### src/rtl/lcd_pkg.sv
// Shared types and constants for the HD44780 4-bit nibble driver.
// The init ROM is only replayed in LCD_POWERUP_INIT_EN builds.
package lcd_pkg;

    typedef enum logic [2:0] {
        ST_IDLE,
        ST_PWR,
        ST_SETUP_H,
        ST_EHI_H,
        ST_ELO_H,
        ST_SETUP_L,
        ST_EHI_L,
        ST_WAIT
    } lcd_state_t;

    localparam int LCD_RS_BIT  = 8;
    localparam int LCD_NIB_BIT = 9;

    localparam logic [7:0] CLEAR     = 8'h01;
    localparam logic [7:0] HOME      = 8'h02;
    localparam logic [7:0] FUNC_4BIT = 8'h28;
    localparam logic [7:0] DISP_ON   = 8'h0C;
    localparam logic [7:0] ENTRY     = 8'h06;

    localparam int INIT_LEN = 8;

    // ROM word layout matches in1[9:0]: {nibble_only, rs, byte}
    function automatic logic [9:0] init_word(input logic [2:0] idx);
        case (idx)
            3'd0, 3'd1, 3'd2: return {1'b1, 1'b0, 8'h30};
            3'd3:             return {1'b1, 1'b0, 8'h20};
            3'd4:             return {1'b0, 1'b0, FUNC_4BIT};
            3'd5:             return {1'b0, 1'b0, DISP_ON};
            3'd6:             return {1'b0, 1'b0, CLEAR};
            default:          return {1'b0, 1'b0, ENTRY};
        endcase
    endfunction

    function automatic int imax(input int a, input int b);
        return (a > b) ? a : b;
    endfunction

endpackage

### src/rtl/lcd_timer.sv
// Loadable down-counter that times every FSM state; done while the count is zero.
module lcd_timer #(
    parameter int           W       = 1,
    parameter logic [W-1:0] RST_VAL = '0
) (
    input  logic         clk,
    input  logic         rst,
    input  logic         load,
    input  logic [W-1:0] load_val,
    output logic [W-1:0] value,
    output logic         done
);

    logic [W-1:0] cnt;

    always_ff @(posedge clk or posedge rst) begin
        if (rst) begin
            cnt <= RST_VAL;
        end else if (load) begin
            cnt <= load_val;
        end else if (cnt != '0) begin
            cnt <= cnt - 1'b1;
        end
    end

    assign value = cnt;
    assign done  = (cnt == '0);

endmodule

### src/rtl/lcd_nibble_driver.sv
// Converts CPU words into timed HD44780 4-bit bus cycles (lcd_data/lcd_e/lcd_rs).
// Define LCD_POWERUP_INIT_EN to add the power-up wait and init ROM replay after reset.
module lcd_nibble_driver
    import lcd_pkg::*;
#(
    parameter int T_SETUP   = 2,
    parameter int T_E_HIGH  = 25,
    parameter int T_E_LOW   = 25,
    parameter int T_EXEC    = 2000,
    parameter int T_LONG    = 80000,
    parameter int T_POWERUP = 2000000
) (
    input  logic        clk,
    input  logic        rst,
    input  logic [31:0] in1,
    input  logic        in1_stb,
    output logic        in1_ack,
    output logic [3:0]  lcd_data,
    output logic        lcd_e,
    output logic        lcd_rs,
    output logic        busy
);

    localparam int T_MAX_BUS = imax(imax(imax(T_SETUP, T_E_HIGH), imax(T_E_LOW, T_EXEC)), T_LONG);
`ifdef LCD_POWERUP_INIT_EN
    localparam int T_MAX = imax(T_MAX_BUS, T_POWERUP);
`else
    localparam int T_MAX = T_MAX_BUS;
    localparam int t_powerup_unused = T_POWERUP;
`endif
    localparam int CNT_W = (T_MAX > 1) ? $clog2(T_MAX) : 1;

`ifdef LCD_POWERUP_INIT_EN
    localparam lcd_state_t       RST_STATE = ST_PWR;
    localparam logic [CNT_W-1:0] CNT_RST   = CNT_W'(T_POWERUP - 1);
`else
    localparam lcd_state_t       RST_STATE = ST_IDLE;
    localparam logic [CNT_W-1:0] CNT_RST   = '0;
`endif

    lcd_state_t       state;
    lcd_state_t       nxt;
    logic [9:0]       word;
    logic [9:0]       start_word;
    logic             start;
    logic             load;
    logic [CNT_W-1:0] load_val;
    logic [CNT_W-1:0] cnt_value_unused;
    logic             done;
    logic             in1_hi_unused;

`ifdef LCD_POWERUP_INIT_EN
    logic             init_active;
    logic [2:0]       rom_idx;
`endif

    assign in1_hi_unused = ^in1[31:10];

    // Clear and home need the long execution wait; 0x00 does not
    function automatic logic [CNT_W-1:0] wait_len(input logic [9:0] w);
        if (!w[LCD_RS_BIT] && !w[LCD_NIB_BIT] && (w[7:2] == 6'd0) && (w[7:0] != 8'd0))
            return CNT_W'(T_LONG - 1);
        return CNT_W'(T_EXEC - 1);
    endfunction

    lcd_timer #(
        .W       (CNT_W),
        .RST_VAL (CNT_RST)
    ) u_timer (
        .clk      (clk),
        .rst      (rst),
        .load     (load),
        .load_val (load_val),
        .value    (cnt_value_unused),
        .done     (done)
    );

    always_comb begin
        nxt        = state;
        start      = 1'b0;
        start_word = in1[9:0];
        load       = 1'b0;
        load_val   = '0;
        case (state)
            ST_IDLE: start = in1_stb;
            ST_PWR: begin
                if (done) begin
                    start      = 1'b1;
                    start_word = init_word(3'd0);
                end
            end
            ST_SETUP_H: if (done) begin nxt = ST_EHI_H; load = 1'b1; load_val = CNT_W'(T_E_HIGH - 1); end
            ST_EHI_H:   if (done) begin nxt = ST_ELO_H; load = 1'b1; load_val = CNT_W'(T_E_LOW - 1); end
            ST_ELO_H: begin
                if (done) begin
                    load = 1'b1;
                    if (word[LCD_NIB_BIT]) begin
                        nxt      = ST_WAIT;
                        load_val = wait_len(word);
                    end else begin
                        nxt      = ST_SETUP_L;
                        load_val = CNT_W'(T_SETUP - 1);
                    end
                end
            end
            ST_SETUP_L: if (done) begin nxt = ST_EHI_L; load = 1'b1; load_val = CNT_W'(T_E_HIGH - 1); end
            ST_EHI_L:   if (done) begin nxt = ST_WAIT;  load = 1'b1; load_val = wait_len(word); end
            ST_WAIT: begin
                if (done) begin
                    nxt = ST_IDLE;
`ifdef LCD_POWERUP_INIT_EN
                    if (init_active && (rom_idx != 3'(INIT_LEN - 1))) begin
                        start      = 1'b1;
                        start_word = init_word(rom_idx + 3'd1);
                    end
`endif
                end
            end
            default: nxt = ST_IDLE;
        endcase
        if (start) begin
            nxt      = ST_SETUP_H;
            load     = 1'b1;
            load_val = CNT_W'(T_SETUP - 1);
        end
    end

    always_ff @(posedge clk) begin
        if (start) word <= start_word;
    end

    // Bus outputs are registered; data/rs only move on transitions where E is low
    always_ff @(posedge clk or posedge rst) begin
        if (rst) begin
            state    <= RST_STATE;
            lcd_e    <= 1'b0;
            lcd_data <= 4'd0;
            lcd_rs   <= 1'b0;
`ifdef LCD_POWERUP_INIT_EN
            init_active <= 1'b1;
            rom_idx     <= 3'd0;
`endif
        end else begin
            state <= nxt;
            lcd_e <= (nxt == ST_EHI_H) || (nxt == ST_EHI_L);
            if (start) begin
                lcd_rs   <= start_word[LCD_RS_BIT];
                lcd_data <= start_word[7:4];
            end else if ((state == ST_ELO_H) && (nxt == ST_SETUP_L)) begin
                lcd_data <= word[3:0];
            end
`ifdef LCD_POWERUP_INIT_EN
            if (start && (state == ST_WAIT)) rom_idx <= rom_idx + 3'd1;
            if ((state == ST_WAIT) && (nxt == ST_IDLE)) init_active <= 1'b0;
`endif
        end
    end

    assign in1_ack = (state == ST_IDLE) && in1_stb && !rst;
    assign busy    = (state != ST_IDLE);

endmodule

### config.mk
export PLATFORM = sky130hd
export DESIGN_NAME = lcd_nibble_driver
export DESIGN_NICKNAME = d
export VERILOG_FILES = /design/src/rtl/lcd_pkg.sv /design/src/rtl/lcd_timer.sv /design/src/rtl/lcd_nibble_driver.sv
export SDC_FILE = /design/constraint.sdc
export NUM_CORES = 1
export LEC_CHECK = 0
export ABC_AREA = 1
export BUFFER_PORTS_ARGS = -buffer_cell sky130_fd_sc_hd__buf_2
export CAP_MARGIN = 20
export CORE_MARGIN = 5
export CORE_UTILIZATION = 30
export CTS_BUF_LIST = sky130_fd_sc_hd__clkbuf_8
export CTS_CLUSTER_DIAMETER = 150
export CTS_CLUSTER_SIZE = 40
export DETAILED_ROUTE_END_ITERATION = 12
export PLACE_DENSITY = 0.59
export SYNTH_ARGS = -nofsm -noshare
export SYNTH_HDL_FRONTEND = slang
export SYNTH_HIERARCHICAL = 1
export SYNTH_SLANG_ARGS = --single-unit
### constraint.sdc
create_clock -name clk -period 4.45 [get_ports clk]
set_input_delay 0.2225 -clock clk [delete_from_list [all_inputs] [get_ports clk]]
set_output_delay 0.2225 -clock clk [all_outputs]
set_load 0.005 [all_outputs]
==> results of run 1 <==
[final timing paths]
kind	start	end	slack [ns]	depth (start not counted)
max reg2reg	u_timer/value[0]	u_timer/value[15]	1.35	17
min	in1[9]	word[9]	0.18	2
max in group asynchronous	rst	u_timer/value[15]	3.40	3
max	u_timer/value[0]	u_timer/value[15]	1.35	17
min reg2reg	lcd_rs	lcd_rs	0.48	2
min in group asynchronous	rst	lcd_data[0]	0.47	3
[metrics by stage]
| stage | cells | setup WS, ns |
|---|---|---|
| 5_1_grt | 414 | 1.05 |
| 6_report | 414 | 1.35 |
| 3_5_place_dp | 405 | 1.34 |
| 4_1_cts | 414 | 1.31 |
| 3_3_place_gp | 405 | 1.37 |
| 2_1_floorplan | 288 | 1.84 |
[flip-flops by register name, summed over array words and instances, names as in the netlist]
name / count
u_timer/value: 17
word: 10
lcd_data: 4
state: 3
lcd_e: 1
lcd_rs: 1
[area by class of cell]
class                           instances  area, µm²  area share, %
Clock inverter                          3       23.8          0.944
Clock buffer                            5       68.8           2.73
Sequential cell                        36        951           37.8
Timing Repair Buffer                   22        118           4.67
Inverter                               43        164           6.51
Multi-Input combinational cell        206       1070           42.4
Tap cell                               99        124           4.92
[logic make-up after synthesis]
kind of cell / share of synthesized area, %
XOR/XNOR: 2.80
flip-flops: 43.4
adder cells (fa/ha/maj): 0.571
AO/OA/AOI/OAI: 7.94
AND/OR/NAND/NOR: 36.9
other: 0.171
buffers and inverters: 8.22
[placed cells by master (no fill, tap or decap), types with 2 or more instances in the layout]
master,n
nand2_2,4
o21ai_2,9
nor2_4,3
clkinvlp_4,2
nand2_4,3
nand2_1,86
o21ai_1,3
o211ai_1,3
nand3_1,21
xor2_1,2
xnor2_1,5
dfrtp_1,26
nand4_4,2
clkbuf_8,5
conb_1,2
or2_2,3
nor2_1,42
buf_2,20
nand4_1,2
o21ai_0,6
inv_1,41
edfxtp_1,10
nor2_2,2
[routing by layer]
metal	track usage [%]	vias up	share of wire, %
met4	2.84	0	0.65
met2	17.9	41	46
li1	-	940	-
met5	0	-	0
met3	2.92	4	5.4
met1	14.8	793	48
[power by group]
part / internal, mW / total, mW / switching [mW]
Sequential: 0.389 / 0.434 / 0.0453
Clock: 0.111 / 0.245 / 0.134
Combinational: 0.0940 / 0.204 / 0.110
Total: 0.594 / 0.883 / 0.289
==> results by group, run 1 <==
Placed design
  • Final HPWL DP: 3.36 mm
  • Placed Area: 2410 µm²
  • Port Buf Inserts: 20
  • Routability Congestion: 0.764

Synthesis
  • Synth area leaders: dfrtp_1 30%, nand2_1 15%, edfxtp_1 14%
  • Largest area contributor in the synthesized netlist: dfrtp_1
  • Synth Flop Type: dfrtp_1
  • Syn_area_per_cell: 7.63 µm²
  • Number of flops mapped to enable cells by yosys: 10
  • Async S/R FF share, synth: 72.2%
  • Most instantiated cells after synthesis: 86 x nand2_1, 42 x nor2_1, 41 x inv_1
  • Synth cell types: 33
  • #FFs+latches synth: 36
  • Yosys warns: 6
  • Post-synthesis sequential area ratio: 43.4%
  • Synthesized instance count: 287
  • Cell with the most instances after synthesis: nand2_1
  • Share of the synthesized area in the top cell type: 29.7%
  • Synthesized area: 2190 µm²

Clocking
  • Hold buffers post-CTS: 1
  • Number of CTS-inserted buffers: 5
  • Clock Latency Late Sink: 0.29 ns
  • Clk slew on worst S/H paths: 0.08 ns
  • CTS root buf: clkbuf_8
  • TritonCTS sink count: 36
  • Post-cts resize count: 0
  • Post-CTS Setup Inserts: 0
  • CTS tree: yes
  • CTS Buffer Depth: 2
  • H-tree depth: 2

Finish
  • Fillers: 777
  • Area Growth Syn to Fin: 14.9%
  • Cell area after layout: 2520 µm²
  • N_diodes: 0
  • Final Util: 35.1%
  • Layout net count: 350
  • Layout cells sized above 1: 19.0%

Critical path
  • Cell-by-cell trace of the critical path: inv_1, ha_1, nand2_2, nor2_8, nand4_4, inv_1, nand2_1, inv_1, nand2_4, nand2_4, inv_4, o31ai_2, buf_4, inv_1, or2_2, nand2_1, nor2_1
  • Critical path buffer and inverter count: 6
  • Critical Path Most Common Cell: inv_1
  • Max FO, Critical Path: 19
  • Cell family with most CP delay: simple AND/OR/NAND/NOR gates
  • Setup crit end kind: register
  • WP data required: 4.63 ns
  • Slowest cell on crit path: dfrtp_1
  • CP startpoint kind: register
  • Kind of critical path: reg2reg
  • Arrival @ worst endpoint: 3.28 ns
  • CP peak stage delay: 0.38 ns

STA
  • Final min period: 3.10 ns
  • Slew HR: 54.7%
  • Post-Route Skew: 0.00760 ns
  • Fin. Hold Viols: 0
  • Fmax: 322 MHz
  • Fin Setup TNS: 0 ns
  • Final setup fails: 0
  • Slew Viols, Final: 0
  • Period utilization: 69.8%
  • RSZ-0062 raised after global routing: no
  • Post-Route Hold Slack: 0.179 ns
  • Slew @ Worst Pin: 0.679 ns

Routing
  • Routed length per instance: 10.8 µm
  • Residual DRC: 0
  • First-iteration detailed-routing DRC count: 64
  • Final wirelength: 4.46 mm
  • Vias per std cell: 4.29
  • Final ANT Viol Nets: 0
  • TritonRoute pass-1 iters: 4
  • Vias after detailed routing: 1778

Run
  • Maxcap violations: 0

Power and ir drop
  • Pwr Density: 351 nW/µm²
  • Max VDD drop: 0.000182 V
  • Total Power: 0.883 mW
  • Leak: 1.24 nW

Worst hold path
  • Hold Path Class: in2reg

Die
  • Die Height: 95.5 µm
  • Die Footprint: 9110 µm²
  • I/O pin count: 43
  • Die width: 95.5 µm
  • Core area: 7180 µm²
  • Starting Density: 30.5%
  • Cell Rows: 31

GRT
  • GRT overflow: 0
  • Vias in the first global route: 1773
  • GR Util All Layers: 11.1%
  • First-pass GRT wire length: 7.96 mm
  • Initial antenna violation count: 0
  • Largest net degree at the start of global routing: 20

Run status
  • Status: finished, final reports clean
Power figures use the tool's default switching activity.
==> run 2, diff against run 1 <==
PLACE_DENSITY = 0.6   (was 0.59)
clock period = 2.5 ns   (was 4.45 ns; I/O delays follow)
==> results by group, run 2 (synthesis gave the netlist of run 1 again) <==
Critical path
  • Critical path buffer and inverter count: 5
  • CP startpoint kind: register
  • Setup crit end kind: register
  • Kind of critical path: reg2reg
  • Arrival @ worst endpoint: 2.46 ns
  • Slowest cell on crit path: dfrtp_1
  • WP data required: 2.68 ns
  • CP peak stage delay: 0.39 ns
  • Cell family with most CP delay: simple AND/OR/NAND/NOR gates
  • Cell-by-cell trace of the critical path: inv_1, ha_2, nand2_2, nor2_8, nand4_4, inv_2, nand2_1, inv_1, nand2_4, nand2_8, inv_4, o31ai_2, inv_1, or2_2, nand2_1, nor2_1
  • Max FO, Critical Path: 8
  • Critical Path Most Common Cell: inv_1

Die
  • Core area: 7180 µm²
  • I/O pin count: 43
  • Die Footprint: 9110 µm²
  • Cell Rows: 31
  • Die Height: 95.5 µm
  • Die width: 95.5 µm
  • Starting Density: 30.5%

STA
  • Fin. Hold Viols: 0
  • Final min period: 2.28 ns
  • Post-Route Skew: 0.00961 ns
  • Slew Viols, Final: 0
  • Slew HR: 53.9%
  • Fmax: 439 MHz
  • Final setup fails: 0
  • Slew @ Worst Pin: 0.690 ns
  • Post-route worst setup slack: 0.222 ns
  • RSZ-0062 raised after global routing: no
  • Post-Route Hold Slack: 0.0770 ns
  • Fin Setup TNS: 0 ns
  • Period utilization: 91.1%

Placed design
  • DP Worst Slack: 0.218 ns
  • Routability Congestion: 0.844
  • Final HPWL DP: 3.51 mm
  • Port Buf Inserts: 20

Finish
  • Layout cells sized above 1: 21.4%
  • Fillers: 754
  • Commonest non-fill, non-tap cells in the layout: 86 x nand2_1, 42 x nor2_1, 40 x inv_1
  • Commonest non-fill, non-tap cell in the layout: nand2_1
  • Number of flip-flops in the largest register: 17
  • Layout net count: 357
  • N_diodes: 0
  • Area Growth Syn to Fin: 17.8%

Routing
  • Vias after detailed routing: 1832
  • Residual DRC: 0
  • Routed length per instance: 10.9 µm
  • First-iteration detailed-routing DRC count: 63
  • Vias per std cell: 4.35
  • Final wirelength: 4.61 mm
  • TritonRoute pass-1 iters: 4
  • Final ANT Viol Nets: 0

Clocking
  • CTS root buf: clkbuf_8
  • Clk slew on worst S/H paths: 0.08 ns
  • Hold buffers post-CTS: 1
  • Post-cts resize count: 0
  • CTS Buffer Depth: 2
  • TritonCTS sink count: 36
  • CTS tree: yes
  • Clock Latency Late Sink: 0.30 ns
  • Post-CTS Setup Inserts: 0
  • Number of CTS-inserted buffers: 5
  • H-tree depth: 2

Power and ir drop
  • Leak: 1.27 nW
  • Total Power: 1.58 mW
  • Pwr Density: 610 nW/µm²
  • Max VDD drop: 0.000252 V

GRT
  • Largest net degree at the start of global routing: 19
  • GR Util All Layers: 11.5%
  • GRT overflow: 0
  • Vias in the first global route: 1878
  • First-pass GRT wire length: 8.22 mm
  • Initial antenna violation count: 0

Worst hold path
  • Hold Path Class: in2reg

Run
  • Maxcap violations: 0

Run status
  • Status: finished, final reports clean
==> run 2: cell types whose count changed in the layout (fill, tap and decap cells not counted) <==
cell and delta:
buf_4 +7, inv_1 -1, nand2_4 -1, nand2_8 +1, ha_1 -1, inv_2 +1, ha_2 +1
==> run 2: per-layer routing <==
layer / global-route usage (%) / share of wire, % / vias up / routed length, µm
met5: 0 / 0 / - / 0
met4: 3.79 / 1.7 / 0 / 80
met3: 2.92 / 3.5 / 7 / 163
met2: 19.5 / 47 / 27 / 2180
met1: 14.1 / 47 / 841 / 2180
li1: - / - / 957 / -
==> run 2: path summary, 6_finish.rpt <==
| path | startpoint | to | slack [ns] | cells after the start |
|---|---|---|---|---|
| worst max-delay path | u_timer/value[0] | u_timer/value[13] | 0.22 | 16 |
| worst min-delay path | in1[9] | word[9] | 0.08 | 2 |
| worst max register to register | u_timer/value[0] | u_timer/value[13] | 0.22 | 16 |
| worst min register to register | lcd_rs | lcd_rs | 0.50 | 2 |
| max in group asynchronous | rst | u_timer/value[12] | 1.55 | 3 |
| min in group asynchronous | rst | lcd_rs | 0.36 | 3 |
==> run 2: stage by stage <==
stage	instances	area, µm²	util, %
6_report	421	2580	36.0
5_1_grt	421	2580	36.0
4_1_cts	421	2580	36.0
3_5_place_dp	412	2480	34.5
3_3_place_gp	412	2480	34.5
2_1_floorplan	288	2210	-
==> run 2: cell type report <==
class | instances | area (µm²) | share of cell area (%)
multi-input cells | 206 | 1080 | 41.8
flip-flops and latches | 36 | 951 | 36.8
repair buffers | 29 | 170 | 6.59
inverters | 43 | 164 | 6.35
well taps | 99 | 124 | 4.80
clock buffers | 5 | 68.8 | 2.67
clock inverters | 3 | 23.8 | 0.921
==> run 2: power by group <==
part           switching, mW  leakage, nW  internal [mW]
sequential            0.0809        0.394          0.693
combinational          0.197        0.835          0.169
clock                  0.238       0.0404          0.197
==> run 2: worst register-to-register path, delay by kind of cell, from the launching register on <==
family | cells | cell delay [ns]
and+or+nand+nor | 9 | 0.97
buffers and inverters | 5 | 0.55
AOI/OAI and AO/OA | 1 | 0.07
adders and majority gates | 1 | 0.21
DFF | 1 | 0.39
